## src/rtl/lcd_pkg.sv

```systemverilog
// Shared command/state encodings for the LCD command scheduler.
package lcd_pkg;

  localparam int unsigned CMD_W = 3;

  localparam logic [CMD_W-1:0] CMD_WRITE    = 3'd0;
  localparam logic [CMD_W-1:0] CMD_UP       = 3'd1;
  localparam logic [CMD_W-1:0] CMD_DOWN     = 3'd2;
  localparam logic [CMD_W-1:0] CMD_LEFT     = 3'd3;
  localparam logic [CMD_W-1:0] CMD_RIGHT    = 3'd4;
  localparam logic [CMD_W-1:0] CMD_AVERAGE  = 3'd5;
  localparam logic [CMD_W-1:0] CMD_MIRROR_X = 3'd6;
  localparam logic [CMD_W-1:0] CMD_MIRROR_Y = 3'd7;

  typedef enum logic [2:0] {
    S_BOOT  = 3'd0,
    S_READY = 3'd1,
    S_ISSUE = 3'd2,
    S_GUARD = 3'd3,
    S_WAIT  = 3'd4,
    S_DRAIN = 3'd5,
    S_FIN   = 3'd6
  } state_t;

  // WRITE ends the sequence; everything after it is discarded.
  function automatic logic is_terminal(input logic [CMD_W-1:0] cmd);
    return cmd == CMD_WRITE;
  endfunction

endpackage

```

## src/rtl/lcd_cmd_sched_fifo.sv

```systemverilog
// Command FIFO for the scheduler: wrapping pointers, occupancy-based full/empty, sync clear.
module sched_fifo
  import lcd_pkg::*;
#(
  parameter int unsigned DEPTH = 8
) (
  input  logic                   clk,
  input  logic                   reset,
  input  logic                   clear,
  input  logic                   push,
  input  logic [CMD_W-1:0]       wdata,
  input  logic                   pop,
  output logic [CMD_W-1:0]       rdata,
  output logic                   full,
  output logic                   empty,
  output logic [$clog2(DEPTH):0] level
);

  localparam int unsigned AW = $clog2(DEPTH);
  localparam int unsigned LW = AW + 1;

  logic [CMD_W-1:0] mem [DEPTH];
  logic [AW-1:0]    wr_ptr;
  logic [AW-1:0]    rd_ptr;
  logic             do_push;
  logic             do_pop;

  assign full    = (level == LW'(DEPTH));
  assign empty   = (level == '0);
  assign do_push = push && !full && !clear;
  assign do_pop  = pop && !empty && !clear;
  assign rdata   = mem[rd_ptr];

  always_ff @(posedge clk) begin
    if (do_push) mem[wr_ptr] <= wdata;
  end

  // Pointers wrap naturally because DEPTH is a power of two.
  always_ff @(posedge clk or posedge reset) begin
    if (reset) begin
      wr_ptr <= '0;
      rd_ptr <= '0;
      level  <= '0;
    end else if (clear) begin
      wr_ptr <= '0;
      rd_ptr <= '0;
      level  <= '0;
    end else begin
      if (do_push) wr_ptr <= wr_ptr + AW'(1);
      if (do_pop)  rd_ptr <= rd_ptr + AW'(1);
      case ({do_push, do_pop})
        2'b10:   level <= level + LW'(1);
        2'b01:   level <= level - LW'(1);
        default: level <= level;
      endcase
    end
  end

endmodule

```

## src/rtl/lcd_cmd_sched.sv

```systemverilog
// Host-to-LCD-controller command scheduler. Optional busy watchdog built when
// LCD_SCHED_WDOG_EN is defined; otherwise wdog_err is tied low.
module lcd_cmd_sched
  import lcd_pkg::*;
#(
  parameter int unsigned DEPTH    = 8,
  parameter int unsigned WDOG_CYC = 256
) (
  input  logic                   clk,
  input  logic                   reset,
  input  logic [CMD_W-1:0]       host_cmd,
  input  logic                   host_valid,
  output logic                   host_ready,
  output logic [CMD_W-1:0]       lcd_cmd,
  output logic                   lcd_cmd_valid,
  input  logic                   lcd_busy,
  input  logic                   lcd_done,
  output logic [$clog2(DEPTH):0] fifo_level,
  output logic [7:0]             cmd_cnt,
  output logic                   seq_done,
  output logic                   wdog_err
);

  if (DEPTH < 2 || (DEPTH & (DEPTH - 1)) != 0) begin : g_bad_depth
    $error("lcd_cmd_sched: DEPTH must be a power of two >= 2");
  end
  if (WDOG_CYC < 2) begin : g_bad_wdog
    $error("lcd_cmd_sched: WDOG_CYC must be >= 2");
  end

  state_t           state;
  state_t           state_next;
  logic             pop;
  logic             push;
  logic             full;
  logic             empty;
  logic             fin_entry;
  logic             timeout;
  logic [CMD_W-1:0] head;

  // Ready is held low during reset so the host never sees a phantom accept.
  assign host_ready = !reset && !full && (state != S_FIN);
  assign push       = host_valid && host_ready;
  assign fin_entry  = (state_next == S_FIN) && (state != S_FIN);

  sched_fifo #(.DEPTH(DEPTH)) u_fifo (
    .clk   (clk),
    .reset (reset),
    .clear (fin_entry),
    .push  (push),
    .wdata (host_cmd),
    .pop   (pop),
    .rdata (head),
    .full  (full),
    .empty (empty),
    .level (fifo_level)
  );

`ifdef LCD_SCHED_WDOG_EN
  localparam int unsigned WW = $clog2(WDOG_CYC + 1);

  logic [WW-1:0] wdog_cnt;
  logic          in_wait;

  assign in_wait = (state == S_WAIT) || (state == S_DRAIN);
  assign timeout = in_wait && (wdog_cnt >= WW'(WDOG_CYC - 1));

  // Counts cycles spent waiting on the controller; restarts on each entry.
  always_ff @(posedge clk or posedge reset) begin
    if (reset) begin
      wdog_cnt <= '0;
      wdog_err <= 1'b0;
    end else begin
      if (((state_next == S_WAIT) || (state_next == S_DRAIN)) && (state_next != state))
        wdog_cnt <= '0;
      else if (in_wait)
        wdog_cnt <= wdog_cnt + WW'(1);
      wdog_err <= wdog_err | timeout;
    end
  end
`else
  assign timeout  = 1'b0;
  assign wdog_err = 1'b0;
`endif

  always_ff @(posedge clk or posedge reset) begin
    if (reset) state <= S_BOOT;
    else       state <= state_next;
  end

  always_comb begin
    state_next = state;
    pop        = 1'b0;
    unique case (state)
      S_BOOT:  if (!lcd_busy) state_next = S_READY;
      S_READY: begin
        if (!empty && !lcd_busy) begin
          pop        = 1'b1;
          state_next = S_ISSUE;
        end
      end
      S_ISSUE: state_next = is_terminal(lcd_cmd) ? S_DRAIN : S_GUARD;
      S_GUARD: state_next = S_WAIT;
      S_WAIT:  if (!lcd_busy) state_next = S_READY;
      S_DRAIN: if (lcd_done) state_next = S_FIN;
      S_FIN:   state_next = S_FIN;
      default: state_next = S_BOOT;
    endcase
    if (timeout) state_next = S_FIN;
  end

  // Issue strobe, held command and saturating issue counter.
  always_ff @(posedge clk or posedge reset) begin
    if (reset) begin
      lcd_cmd       <= '0;
      lcd_cmd_valid <= 1'b0;
      cmd_cnt       <= '0;
      seq_done      <= 1'b0;
    end else begin
      lcd_cmd_valid <= pop;
      seq_done      <= (state_next == S_FIN);
      if (pop) begin
        lcd_cmd <= head;
        if (cmd_cnt != 8'hFF) cmd_cnt <= cmd_cnt + 8'd1;
      end
    end
  end

endmodule
```

## config.mk

```make
export PLATFORM = sky130hd
export DESIGN_NAME = lcd_cmd_sched
export DESIGN_NICKNAME = d
export VERILOG_FILES = /design/src/rtl/lcd_pkg.sv /design/src/rtl/lcd_cmd_sched_fifo.sv /design/src/rtl/lcd_cmd_sched.sv
export SDC_FILE = /design/constraint.sdc
export NUM_CORES = 1
export LEC_CHECK = 0
export ABC_AREA = 1
export CAP_MARGIN = 20
export CELL_PAD_IN_SITES_DETAIL_PLACEMENT = 0
export CELL_PAD_IN_SITES_GLOBAL_PLACEMENT = 2
export CORE_MARGIN = 8
export CORE_UTILIZATION = 25
export DETAILED_ROUTE_END_ITERATION = 10
export GPL_ROUTABILITY_DRIVEN = 0
export GPL_TIMING_DRIVEN = 0
export PLACE_DENSITY_LB_ADDON = 0.25
export SKIP_CTS_REPAIR_TIMING = 1
export SLEW_MARGIN = 30
export SYNTH_ARGS = -nofsm -noshare
export SYNTH_HDL_FRONTEND = slang
export SYNTH_HIERARCHICAL = 1
export SYNTH_SLANG_ARGS = --single-unit
```

## constraint.sdc

```tcl
create_clock -name clk -period 2.95 [get_ports clk]
set_input_delay 0.4425 -clock clk [delete_from_list [all_inputs] [get_ports clk]]
set_output_delay 0.4425 -clock clk [all_outputs]
set_load 0.02 [all_outputs]
```

==> results of run 1 <==
==> final cells by class <==
class | instances | share of cell area [%]
multi-input cells | 198 | 32.9
inverters | 35 | 4.83
repair buffers | 28 | 8.85
clock buffers | 6 | 2.35
flip-flops and latches | 50 | 44.5
clock inverters | 2 | 0.446
plain buffers | 3 | 0.568
well taps | 136 | 5.52
==> sequential cells by signal (all words and copies together), names as in the netlist <==
name,flops
u_fifo/mem,24
cmd_cnt,8
u_fifo/level,4
lcd_cmd,3
state,3
u_fifo/rd_ptr,3
u_fifo/wr_ptr,3
lcd_cmd_valid,1
seq_done,1
==> worst max-delay path by stage <==
stage / slack, ns / depth (start not counted) / start / endpoint
after floorplan: 0.39 / 19 / u_fifo/level[0]$_DFFE_PP0P_ / u_fifo/level[3]$_DFFE_PP0P_
after global placement: -0.42 / 16 / reset / u_fifo/level[3]$_DFFE_PP0P_
after detailed placement: -0.41 / 16 / reset / u_fifo/level[3]$_DFFE_PP0P_
after CTS: -0.09 / 16 / reset / u_fifo/level[3]$_DFFE_PP0P_
after global routing: 0.05 / 19 / u_fifo/level[1]$_DFFE_PP0P_ / u_fifo/level[3]$_DFFE_PP0P_
final: 0.40 / 19 / u_fifo/level[1]$_DFFE_PP0P_ / u_fifo/level[3]$_DFFE_PP0P_
==> report_power, final <==
part	leakage, uW	switching, uW	internal [uW]	total (uW)
logic	0.000720	670	432	1100
registers	0.000553	172	890	1060
clock network	0.0000452	229	168	397
==> per-layer routing <==
layer / share of wire, % / GRT usage [%]
met1: 45 / 10.8
met2: 50 / 16.0
met3: 4.4 / 2.26
met4: 1.2 / 2.56
met5: 0 / 0
==> per-stage QoR <==
| stage | power (uW) | util (%) | hold WS, ns |
|---|---|---|---|
| 6_report | 2560 | 30.5 | 0.504 |
| 5_1_grt | 2800 | 30.5 | 0.512 |
| 4_1_cts | 2600 | 30.3 | 0.479 |
| 3_5_place_dp | 2200 | 29.4 | 0.555 |
| 3_3_place_gp | 2200 | 29.4 | 0.547 |
| 2_1_floorplan | 1790 | - | 0.283 |
==> kinds of logic (layout without fill, tap and decap cells) <==
kind of cell,after synthesis,count (layout)
flops,50,50
buf+inv,38,74
compound gates,39,39
other cells,1,1
xor+xnor,4,4
simple gates,148,148
fa+ha+maj,6,6
==> synth_stat cells (all sizes together) <==
library cell / instances
a31oi: 3
a21oi: 8
o21a: 1
ha: 5
xnor2: 2
nand4: 1
fa: 1
inv: 34
o211ai: 1
nand3b: 1
dfrtp: 26
nand2: 85
buf: 3
bufinv: 1
nor2: 44
conb: 1
o31ai: 1
o21ai: 25
xor2: 2
edfxtp: 24
nand3: 17
==> critical path, stage by stage (launching register included) <==
cell and delay [ns]:
sky130_fd_sc_hd__dfrtp_1 0.46, sky130_fd_sc_hd__nor2_2 0.11, sky130_fd_sc_hd__nand2_1 0.09, sky130_fd_sc_hd__inv_1 0.05, sky130_fd_sc_hd__nor2_2 0.12, sky130_fd_sc_hd__inv_1 0.09, sky130_fd_sc_hd__nor2_4 0.10, sky130_fd_sc_hd__inv_1 0.07
sky130_fd_sc_hd__a21oi_4 0.21, sky130_fd_sc_hd__inv_2 0.08, sky130_fd_sc_hd__nor2_4 0.16, sky130_fd_sc_hd__ha_1 0.29, sky130_fd_sc_hd__a21oi_1 0.20, sky130_fd_sc_hd__nand3_1 0.09, sky130_fd_sc_hd__nand2_1 0.09, sky130_fd_sc_hd__inv_1 0.04
sky130_fd_sc_hd__nand2_1 0.04, sky130_fd_sc_hd__nand2_1 0.05, sky130_fd_sc_hd__nand2_1 0.06, sky130_fd_sc_hd__nand2_1 0.04
==> impl_metrics.toml, run 1 <==
[run_status]
outcome = "finished, final reports clean"

[place]
place_inst = 447
port_buffers = 25
place_area_um2 = 2970
detailed_place_hpwl_um = 4440
placement.setup.worst_slack_ns = -0.415

[cts]
clk_pin_slew_worst_paths_ns = 0.09
worstSkewPairLatency_ns = 0.30
cts_max_level = 2
clock_tree_from_tritoncts = "done"
clock-root-buffer = "sky130_fd_sc_hd__clkbuf_8"
num_cts_buffers = 5
cts_buffer_depth = 2
clkSinkCount = 50

[floorplanning]
ioPinCount = 27
die_area_um2 = 13700
die_h_um = 117
initial_core_utilization_pct = 25.3
design.core.area_um2 = 10100
core.rowCount = 37
fp.dieW_um = 117

[worst_setup_path]
critical_path.max_fanout = 5
r2r_slack_ns = 0.40
worstPathArrival_ns = 2.75
critical_path_required_ns = 3.15
ff2ff_path_depth = 19
cp-end-kind = "flip-flop"
start_kind = "flip-flop"
worstReg2RegEnd = "u_fifo/level[3]$_DFFE_PP0P_"
timing.rr.start = "u_fifo/level[1]$_DFFE_PP0P_"
worstSetupPathType = "flip-flop to flip-flop"

[power]
leakagePower_uw = 0.00132
powerDensity_nw_per_um2 = 830
max-vdd-ir-drop_mv = 0.340

[global_route]
grt_util_all_layers_pct = 9.11
global_route_wire_length_before_repair_um = 9480
global_route.overflow_total = 0
initial_antenna_violation_count = 0
first_global_vias = 1870
grt_max_degree = 18

[timing]
worst_slack_ns = 0.400
period_needed_ns = 2.55
setup_total_negative_slack_ns = 0
timing.final.setup_violations = 0
skew_ns = 0.00859
report.final.hold_viol_count = 0
rsz_0062_raised_after_global_routing = "no"
drv_slew = 0
min_period_over_period_pct = 86.5
achievable-frequency_mhz = 392

[detailed_routing]
dr.first_iter.drc_count = 64
wirelength_um = 5780
drt-pass1-iter-count = 4
routed-via-count = 1891
mean_number_of_vias_per_cell = 4.13
final_antenna_net_count = 0
drc = 0
post_drt_wl_per_cell_um = 12.6

[finish]
nFillCells = 1113
seq_area_um2 = 1370
antenna_cells = 0
syn2layout_area_growth_pct = 21.0
num-nets-final = 335
stdcell_area_um2 = 3080
multi_input_area_um2 = 1010
final_cells = 458
post_route_cells_drive_above_1_share_pct = 10.9
mostFrequentLayoutCell = "sky130_fd_sc_hd__nand2_1"
layout.cells.most_common_list = "80 x sky130_fd_sc_hd__nand2_1, 39 x sky130_fd_sc_hd__nor2_1, 30 x sky130_fd_sc_hd__inv_1"

[run]
maxCapViolCount = 0

[synthesis]
yosys-top-cells-area = "sky130_fd_sc_hd__edfxtp_1 28%, sky130_fd_sc_hd__dfrtp_1 26%, sky130_fd_sc_hd__nand2_1 12%"
synth.net_count = 300
synth_top_family_by_area = "simple AND/OR/NAND/NOR gates"
syn_inst = 286
netlist-cell-type-count = 33
yosys.area_share.simple_pct = 25.9
synthAdderAreaFrac_pct = 3.24
post_synth_mux_area_share_pct = 0
synth_sequential_area_ratio_pct = 53.8
ys_seq_elements = 50
synth_compound_area_share_pct = 9.13
synth_warnings = 6
synthesis.area_um2 = 2550
synth_top_area_cell = "sky130_fd_sc_hd__edfxtp_1"
mean_instance_size_in_the_synthesized_netlist_um2 = 8.91
post-synth-top-area-fraction_pct = 28.3
yosys.area_share.xor_xnor_pct = 1.37

[hold_path]
hold_path.class = "input pin to asynchronous set/reset pin"
Note: power is estimated with default switching activity, not from simulation.
==> run 2: changes to the inputs <==
--- a/config.mk
+++ b/config.mk
@@ -6,7 +6,6 @@
 export NUM_CORES = 1
 export LEC_CHECK = 0
 export ABC_AREA = 1
-export CAP_MARGIN = 20
 export CELL_PAD_IN_SITES_DETAIL_PLACEMENT = 0
 export CELL_PAD_IN_SITES_GLOBAL_PLACEMENT = 2
 export CORE_MARGIN = 8
@@ -14,7 +13,7 @@
 export DETAILED_ROUTE_END_ITERATION = 10
 export GPL_ROUTABILITY_DRIVEN = 0
 export GPL_TIMING_DRIVEN = 0
-export PLACE_DENSITY_LB_ADDON = 0.25
+export PLACE_DENSITY_LB_ADDON = 0.2
 export SKIP_CTS_REPAIR_TIMING = 1
 export SLEW_MARGIN = 30
 export SYNTH_ARGS = -nofsm -noshare
==> constraint.sdc (replaced) <==
create_clock -name clk -period 2.9 [get_ports clk]
set_input_delay 0.435 -clock clk [delete_from_list [all_inputs] [get_ports clk]]
set_output_delay 0.435 -clock clk [all_outputs]
set_load 0.02 [all_outputs]
==> impl_metrics.toml, run 2 (same netlist as run 1, synthesis figures left out) <==
[detailed_routing]
drt-pass1-iter-count = 4
dr.first_iter.drc_count = 79
wirelength_um = 5840
final_antenna_net_count = 0
routed-via-count = 1911
drc = 0
post_drt_wl_per_cell_um = 12.6
mean_number_of_vias_per_cell = 4.14

[finish]
top_register = "u_fifo/mem"
stdcell_area_um2 = 3110
mostFrequentLayoutCell = "sky130_fd_sc_hd__nand2_1"
syn2layout_area_growth_pct = 22.1
layout.cells.most_common_list = "80 x sky130_fd_sc_hd__nand2_1, 39 x sky130_fd_sc_hd__nor2_1, 30 x sky130_fd_sc_hd__inv_1"
num-nets-final = 339
antenna_cells = 0
post_route_cells_drive_above_1_share_pct = 12.0
largest_register_ff_count = 24
largestRegisters = "u_fifo/mem x24, cmd_cnt x8, u_fifo/level x4"
utilization_pct = 30.8

[run_status]
outcome = "finished, final reports clean"

[cts]
cts_max_level = 2
num_cts_buffers = 5
clk_pin_slew_worst_paths_ns = 0.09
cts_buffer_depth = 2
worstSkewPairLatency_ns = 0.30
clock-root-buffer = "sky130_fd_sc_hd__clkbuf_8"
clock_tree_from_tritoncts = "done"
clkSinkCount = 50

[floorplanning]
die_area_um2 = 13700
design.core.area_um2 = 10100
initial_core_utilization_pct = 25.3
core.rowCount = 37
fp.dieW_um = 117
die_h_um = 117
ioPinCount = 27

[power]
combinationalPowerShare_pct = 43.5
leakagePower_uw = 0.00134
netSwitchingFraction_pct = 41.9
clockPowerShare_pct = 15.2
max-vdd-ir-drop_mv = 0.290
power.switching_uw = 1100
share_seq_of_total_power_pct = 41.3
internal_power_uw = 1530
powerDensity_nw_per_um2 = 845

[hold_path]
hold_path.class = "input pin to asynchronous set/reset pin"

[global_route]
global_route_wire_length_before_repair_um = 9460
global_route.overflow_total = 0
initial_antenna_violation_count = 0
grt_util_all_layers_pct = 9.08
first_global_vias = 1885
grt_max_degree = 18

[timing]
period_needed_ns = 2.62
drv_slew = 0
report.final.hold_viol_count = 0
timing.final.setup_violations = 0
rsz_0062_raised_after_global_routing = "no"
min_period_over_period_pct = 90.5
achievable-frequency_mhz = 381
skew_ns = 0.00532

[run]
maxCapViolCount = 0

[worst_setup_path]
worstPathArrival_ns = 2.82
start_kind = "flip-flop"
cp-end-kind = "flip-flop"
critical_path_required_ns = 3.10
critical_path.max_fanout = 6
worstSetupPathType = "flip-flop to flip-flop"

[place]
detailed_place_hpwl_um = 4440
port_buffers = 25
place_area_um2 = 2970
==> run 2: path summary, 6_finish.rpt <==
kind / from / end / slack (ns) / cells past startpoint
setup reg to reg: u_fifo/level[3]$_DFFE_PP0P_ / u_fifo/level[3]$_DFFE_PP0P_ / 0.28 / 19
setup / recovery: u_fifo/level[3]$_DFFE_PP0P_ / u_fifo/level[3]$_DFFE_PP0P_ / 0.28 / 19
hold / removal: reset / seq_done$_DFF_PP0_ / 0.49 / 3
hold reg to reg: u_fifo/level[0]$_DFFE_PP0P_ / u_fifo/level[0]$_DFFE_PP0P_ / 0.56 / 1
min in group clk: u_fifo/level[0]$_DFFE_PP0P_ / u_fifo/level[0]$_DFFE_PP0P_ / 0.56 / 1
max in group asynchronous: reset / u_fifo/level[0]$_DFFE_PP0P_ / 2.03 / 2
==> run 2: through the flow <==
step	total power [uW]	hold WS (ns)	worst slack [ns]	setup TNS, ns	instances
after floorplan	1820	0.275	0.343	0	286
after global placement	2240	0.545	-0.499	-3.38	447
after detailed placement	2230	0.554	-0.447	-2.86	447
after CTS	2650	0.475	-0.131	-0.131	455
after global routing	2850	0.506	0.0212	0	462
final	2630	0.493	0.277	0	462
==> run 2: worst max-delay path, stage by stage (launching register included) <==
cell and delay (ns):
sky130_fd_sc_hd__dfrtp_1 0.45, sky130_fd_sc_hd__nor2_1 0.12, sky130_fd_sc_hd__nand2_1 0.11, sky130_fd_sc_hd__inv_1 0.05
sky130_fd_sc_hd__nor2_2 0.12, sky130_fd_sc_hd__inv_1 0.09, sky130_fd_sc_hd__nor2_4 0.14, sky130_fd_sc_hd__inv_1 0.09
sky130_fd_sc_hd__a21oi_4 0.21, sky130_fd_sc_hd__inv_2 0.08, sky130_fd_sc_hd__nor2_4 0.17, sky130_fd_sc_hd__ha_1 0.28
sky130_fd_sc_hd__a21oi_1 0.20, sky130_fd_sc_hd__nand3_1 0.09, sky130_fd_sc_hd__nand2_1 0.09, sky130_fd_sc_hd__inv_1 0.04
sky130_fd_sc_hd__nand2_1 0.05, sky130_fd_sc_hd__nand2_1 0.05, sky130_fd_sc_hd__nand2_1 0.06, sky130_fd_sc_hd__nand2_1 0.04
==> run 2: final cells by class <==
type / count / area [um2]
fill: 1091 / 6980
sequential: 50 / 1370
multi-input combinational: 198 / 1010
timing repair buffer: 32 / 303
tap: 136 / 170
inverter: 35 / 149
clock buffer: 5 / 68.8
buffer: 3 / 17.5
clock inverter: 3 / 16.3
==> run 2: routing by layer <==
layer / global-route usage, % / share of wire [%] / up-vias
li1: - / - / 995
met1: 11.4 / 46 / 889
met2: 14.7 / 48 / 23
met3: 2.51 / 4.7 / 4
met4: 3.07 / 1.0 / 0
met5: 0 / 0 / -
==> run 2: power by group through the flow <==
stage               Sequential (uW)  Clock (uW)  Combinational, uW
floorplan                      1150           0                672
global placement               1110           0               1130
detailed placement             1100           0               1130
CTS                            1090         423               1140
global route                   1110         445               1300
finish                         1090         399               1140
==> run 3: changes to the inputs <==
--- a/config.mk
+++ b/config.mk
@@ -5,7 +5,7 @@
 export SDC_FILE = /design/constraint.sdc
 export NUM_CORES = 1
 export LEC_CHECK = 0
-export ABC_AREA = 1
+export CAP_MARGIN = 15
 export CELL_PAD_IN_SITES_DETAIL_PLACEMENT = 0
 export CELL_PAD_IN_SITES_GLOBAL_PLACEMENT = 2
 export CORE_MARGIN = 8
==> impl_metrics.toml, run 3 <==
[worst_setup_path]
cp-end-kind = "flip-flop"
worstPathArrival_ns = 3.19
r2r_slack_ns = -0.10
worstSetupStartpoint = "u_fifo/level[0]$_DFFE_PP0P_"
start_kind = "flip-flop"
critical_path.max_fanout = 10
ff2ff_path_depth = 12
critical_path_required_ns = 3.09
worstSetupPathType = "flip-flop to flip-flop"
critical_path_destination = "u_fifo/level[3]$_DFFE_PP0P_"
worstReg2RegEnd = "u_fifo/level[3]$_DFFE_PP0P_"
timing.rr.start = "u_fifo/level[0]$_DFFE_PP0P_"

[power]
netSwitchingFraction_pct = 38.1
share_seq_of_total_power_pct = 36.2
internal_power_uw = 1850
powerDensity_nw_per_um2 = 935
power.switching_uw = 1140
combinationalPowerShare_pct = 50.5
leakagePower_uw = 0.00123
max-vdd-ir-drop_mv = 0.365
clockPowerShare_pct = 13.3

[floorplanning]
die_area_um2 = 13300
core.rowCount = 36
ioPinCount = 27
design.core.area_um2 = 9680
die_h_um = 115
fp.dieW_um = 115
initial_core_utilization_pct = 25.5

[finish]
nFillCells = 984
antenna_cells = 0
multi_input_area_um2 = 1070
layout.cells.most_common_list = "25 x sky130_fd_sc_hd__clkdlybuf4s50_1, 24 x sky130_fd_sc_hd__edfxtp_1, 23 x sky130_fd_sc_hd__dfrtp_1"
num-nets-final = 258
post_route_cells_drive_above_1_share_pct = 27.3
utilization_pct = 33.0
top_register = "u_fifo/mem"
seq_area_um2 = 1380
largest_register_ff_count = 24
syn2layout_area_growth_pct = 29.4
largestRegisters = "u_fifo/mem x24, cmd_cnt x8, u_fifo/level x4"
mostFrequentLayoutCell = "sky130_fd_sc_hd__clkdlybuf4s50_1"

[synthesis]
synth_top_family_by_area = "simple AND/OR/NAND/NOR gates"
post_synth_most_frequent_cells = "26 x sky130_fd_sc_hd__dfrtp_1, 24 x sky130_fd_sc_hd__edfxtp_1, 19 x sky130_fd_sc_hd__nand2_1, 19 x sky130_fd_sc_hd__nor2_1, 8 x sky130_fd_sc_hd__nor3_1"
synth_top_area_cell = "sky130_fd_sc_hd__edfxtp_1"
synth.net_count = 208
synth_sequential_area_ratio_pct = 55.5
synth_most_common_cell = "sky130_fd_sc_hd__dfrtp_1"
ys_seq_elements = 50
synthAdderAreaFrac_pct = 3.34
ys_dominant_reg_cell = "sky130_fd_sc_hd__dfrtp_1"
netlist-cell-type-count = 49
synthesis.area_um2 = 2470
yosys.area_share.simple_pct = 16.5
synth_compound_area_share_pct = 7.64
syn_inst = 194
synth_edf_count = 24
yosys-top-cells-area = "sky130_fd_sc_hd__edfxtp_1 29%, sky130_fd_sc_hd__dfrtp_1 26%, sky130_fd_sc_hd__mux4_2 5.5%"
post-synth-top-area-fraction_pct = 29.1
yosys.area_share.xor_xnor_pct = 3.90
mean_instance_size_in_the_synthesized_netlist_um2 = 12.7
synth_warnings = 6
post_synth_mux_area_share_pct = 8.96
synth_async_sr_flop_share_pct = 52.0

[global_route]
global_route_wire_length_before_repair_um = 8560
global_route.overflow_total = 0
first_global_vias = 1648
grt_max_degree = 17
grt_util_all_layers_pct = 8.33
initial_antenna_violation_count = 0

[place]
port_buffers = 25
detailed_place_hpwl_um = 3810

[timing]
setup_total_negative_slack_ns = -0.101
report.final.hold_viol_count = 0
worst_slack_ns = -0.101
worst_pin_slew_ns = 0.670
timing.max_slew.rel_slack_pct = 55.3
min_period_over_period_pct = 103
skew_ns = 0.0128
rsz_0062_raised_after_global_routing = "yes"
period_needed_ns = 3.00
achievable-frequency_mhz = 333
drv_slew = 0
timing.final.setup_violations = 1

[cts]
worstSkewPairLatency_ns = 0.30
clock_tree_from_tritoncts = "done"
num_cts_buffers = 5
clk_pin_slew_worst_paths_ns = 0.10
clock-root-buffer = "sky130_fd_sc_hd__clkbuf_8"
cts_max_level = 2
clkSinkCount = 50
cts_buffer_depth = 2

[hold_path]
hold_path.class = "flip-flop to flip-flop"

[detailed_routing]
dr.first_iter.drc_count = 60
routed-via-count = 1627
drt-pass1-iter-count = 4
mean_number_of_vias_per_cell = 4.30
post_drt_wl_per_cell_um = 14.3
wirelength_um = 5400
final_antenna_net_count = 0
drc = 0

[run_status]
outcome = "finished, violations left"
failed_checks = "setup timing"

[run]
maxCapViolCount = 0
[run 3: critical path, stage by stage, from the launching register on]
cell                       delay (ns)
sky130_fd_sc_hd__dfrtp_2         0.46
sky130_fd_sc_hd__or4b_4          0.54
sky130_fd_sc_hd__buf_6           0.13
sky130_fd_sc_hd__inv_1           0.05
sky130_fd_sc_hd__a211oi_2        0.06
sky130_fd_sc_hd__and2_4          0.16
sky130_fd_sc_hd__buf_8           0.13
sky130_fd_sc_hd__a211oi_4        0.28
sky130_fd_sc_hd__ha_4            0.26
sky130_fd_sc_hd__a21o_1          0.17
sky130_fd_sc_hd__a211oi_2        0.23
sky130_fd_sc_hd__nor4b_1         0.08
sky130_fd_sc_hd__a311o_1         0.34
[run 3: kinds of logic after synthesis]
kind of cell / after synthesis
adder cells (fa/ha/maj): 6
XOR/XNOR: 11
AND/OR/NAND/NOR: 73
other: 1
flip-flops: 50
multiplexers: 14
buffers and inverters: 17
AO/OA/AOI/OAI: 22
[run 3: power by group through the flow]
stage	clock network, uW	logic (uW)	registers [uW]
2_1_floorplan	0	831	1180
3_3_place_gp	0	1330	1110
3_5_place_dp	0	1330	1110
4_1_cts	418	1340	1100
5_1_grt	445	1670	1110
6_report	397	1510	1080
[run 3: worst min path at each step]
stage | startpoint | to | cells past startpoint
finish | lcd_cmd[1]$_DFFE_PP0P_ | lcd_cmd[1]$_DFFE_PP0P_ | 2
global route | lcd_cmd[1]$_DFFE_PP0P_ | lcd_cmd[1]$_DFFE_PP0P_ | 2
CTS | lcd_cmd[1]$_DFFE_PP0P_ | lcd_cmd[1]$_DFFE_PP0P_ | 2
detailed placement | lcd_cmd[1]$_DFFE_PP0P_ | lcd_cmd[1]$_DFFE_PP0P_ | 2
global placement | lcd_cmd[1]$_DFFE_PP0P_ | lcd_cmd[1]$_DFFE_PP0P_ | 2
floorplan | reset | u_fifo/level[2]$_DFFE_PP0P_ | 1
[run 3: per-stage QoR]
stage / hold slack (ns) / std cells / instance area, um2 / power (uW) / worst slack, ns
2_1_floorplan: 0.275 / 194 / 2520 / 2010 / -0.249
3_3_place_gp: 0.497 / 352 / 2940 / 2440 / -0.724
6_report: 0.511 / 378 / 3200 / 2990 / -0.101
5_1_grt: 0.538 / 378 / 3200 / 3220 / -0.200
3_5_place_dp: 0.486 / 352 / 2940 / 2440 / -0.654
4_1_cts: 0.510 / 360 / 3030 / 2850 / -0.382
[run 3: layout make-up]
| class | count | area share [%] |
|---|---|---|
| Timing Repair Buffer | 44 | 12.3 |
| Multi-Input combinational cell | 127 | 33.4 |
| Tap cell | 133 | 5.20 |
| Clock inverter | 3 | 0.508 |
| Clock buffer | 5 | 2.15 |
| Buffer | 10 | 2.66 |
| Inverter | 6 | 0.821 |
| Sequential cell | 50 | 43.0 |
[run 3: per-layer routing]
layer  track usage (%)  vias to the layer above  share of wire (%)
met3              2.29                        6                4.6
li1                  -                      804                  -
met2              13.0                       31                 46
met1              10.8                      786                 48
met4              3.15                        0                1.4
met5                 0                        -                  0
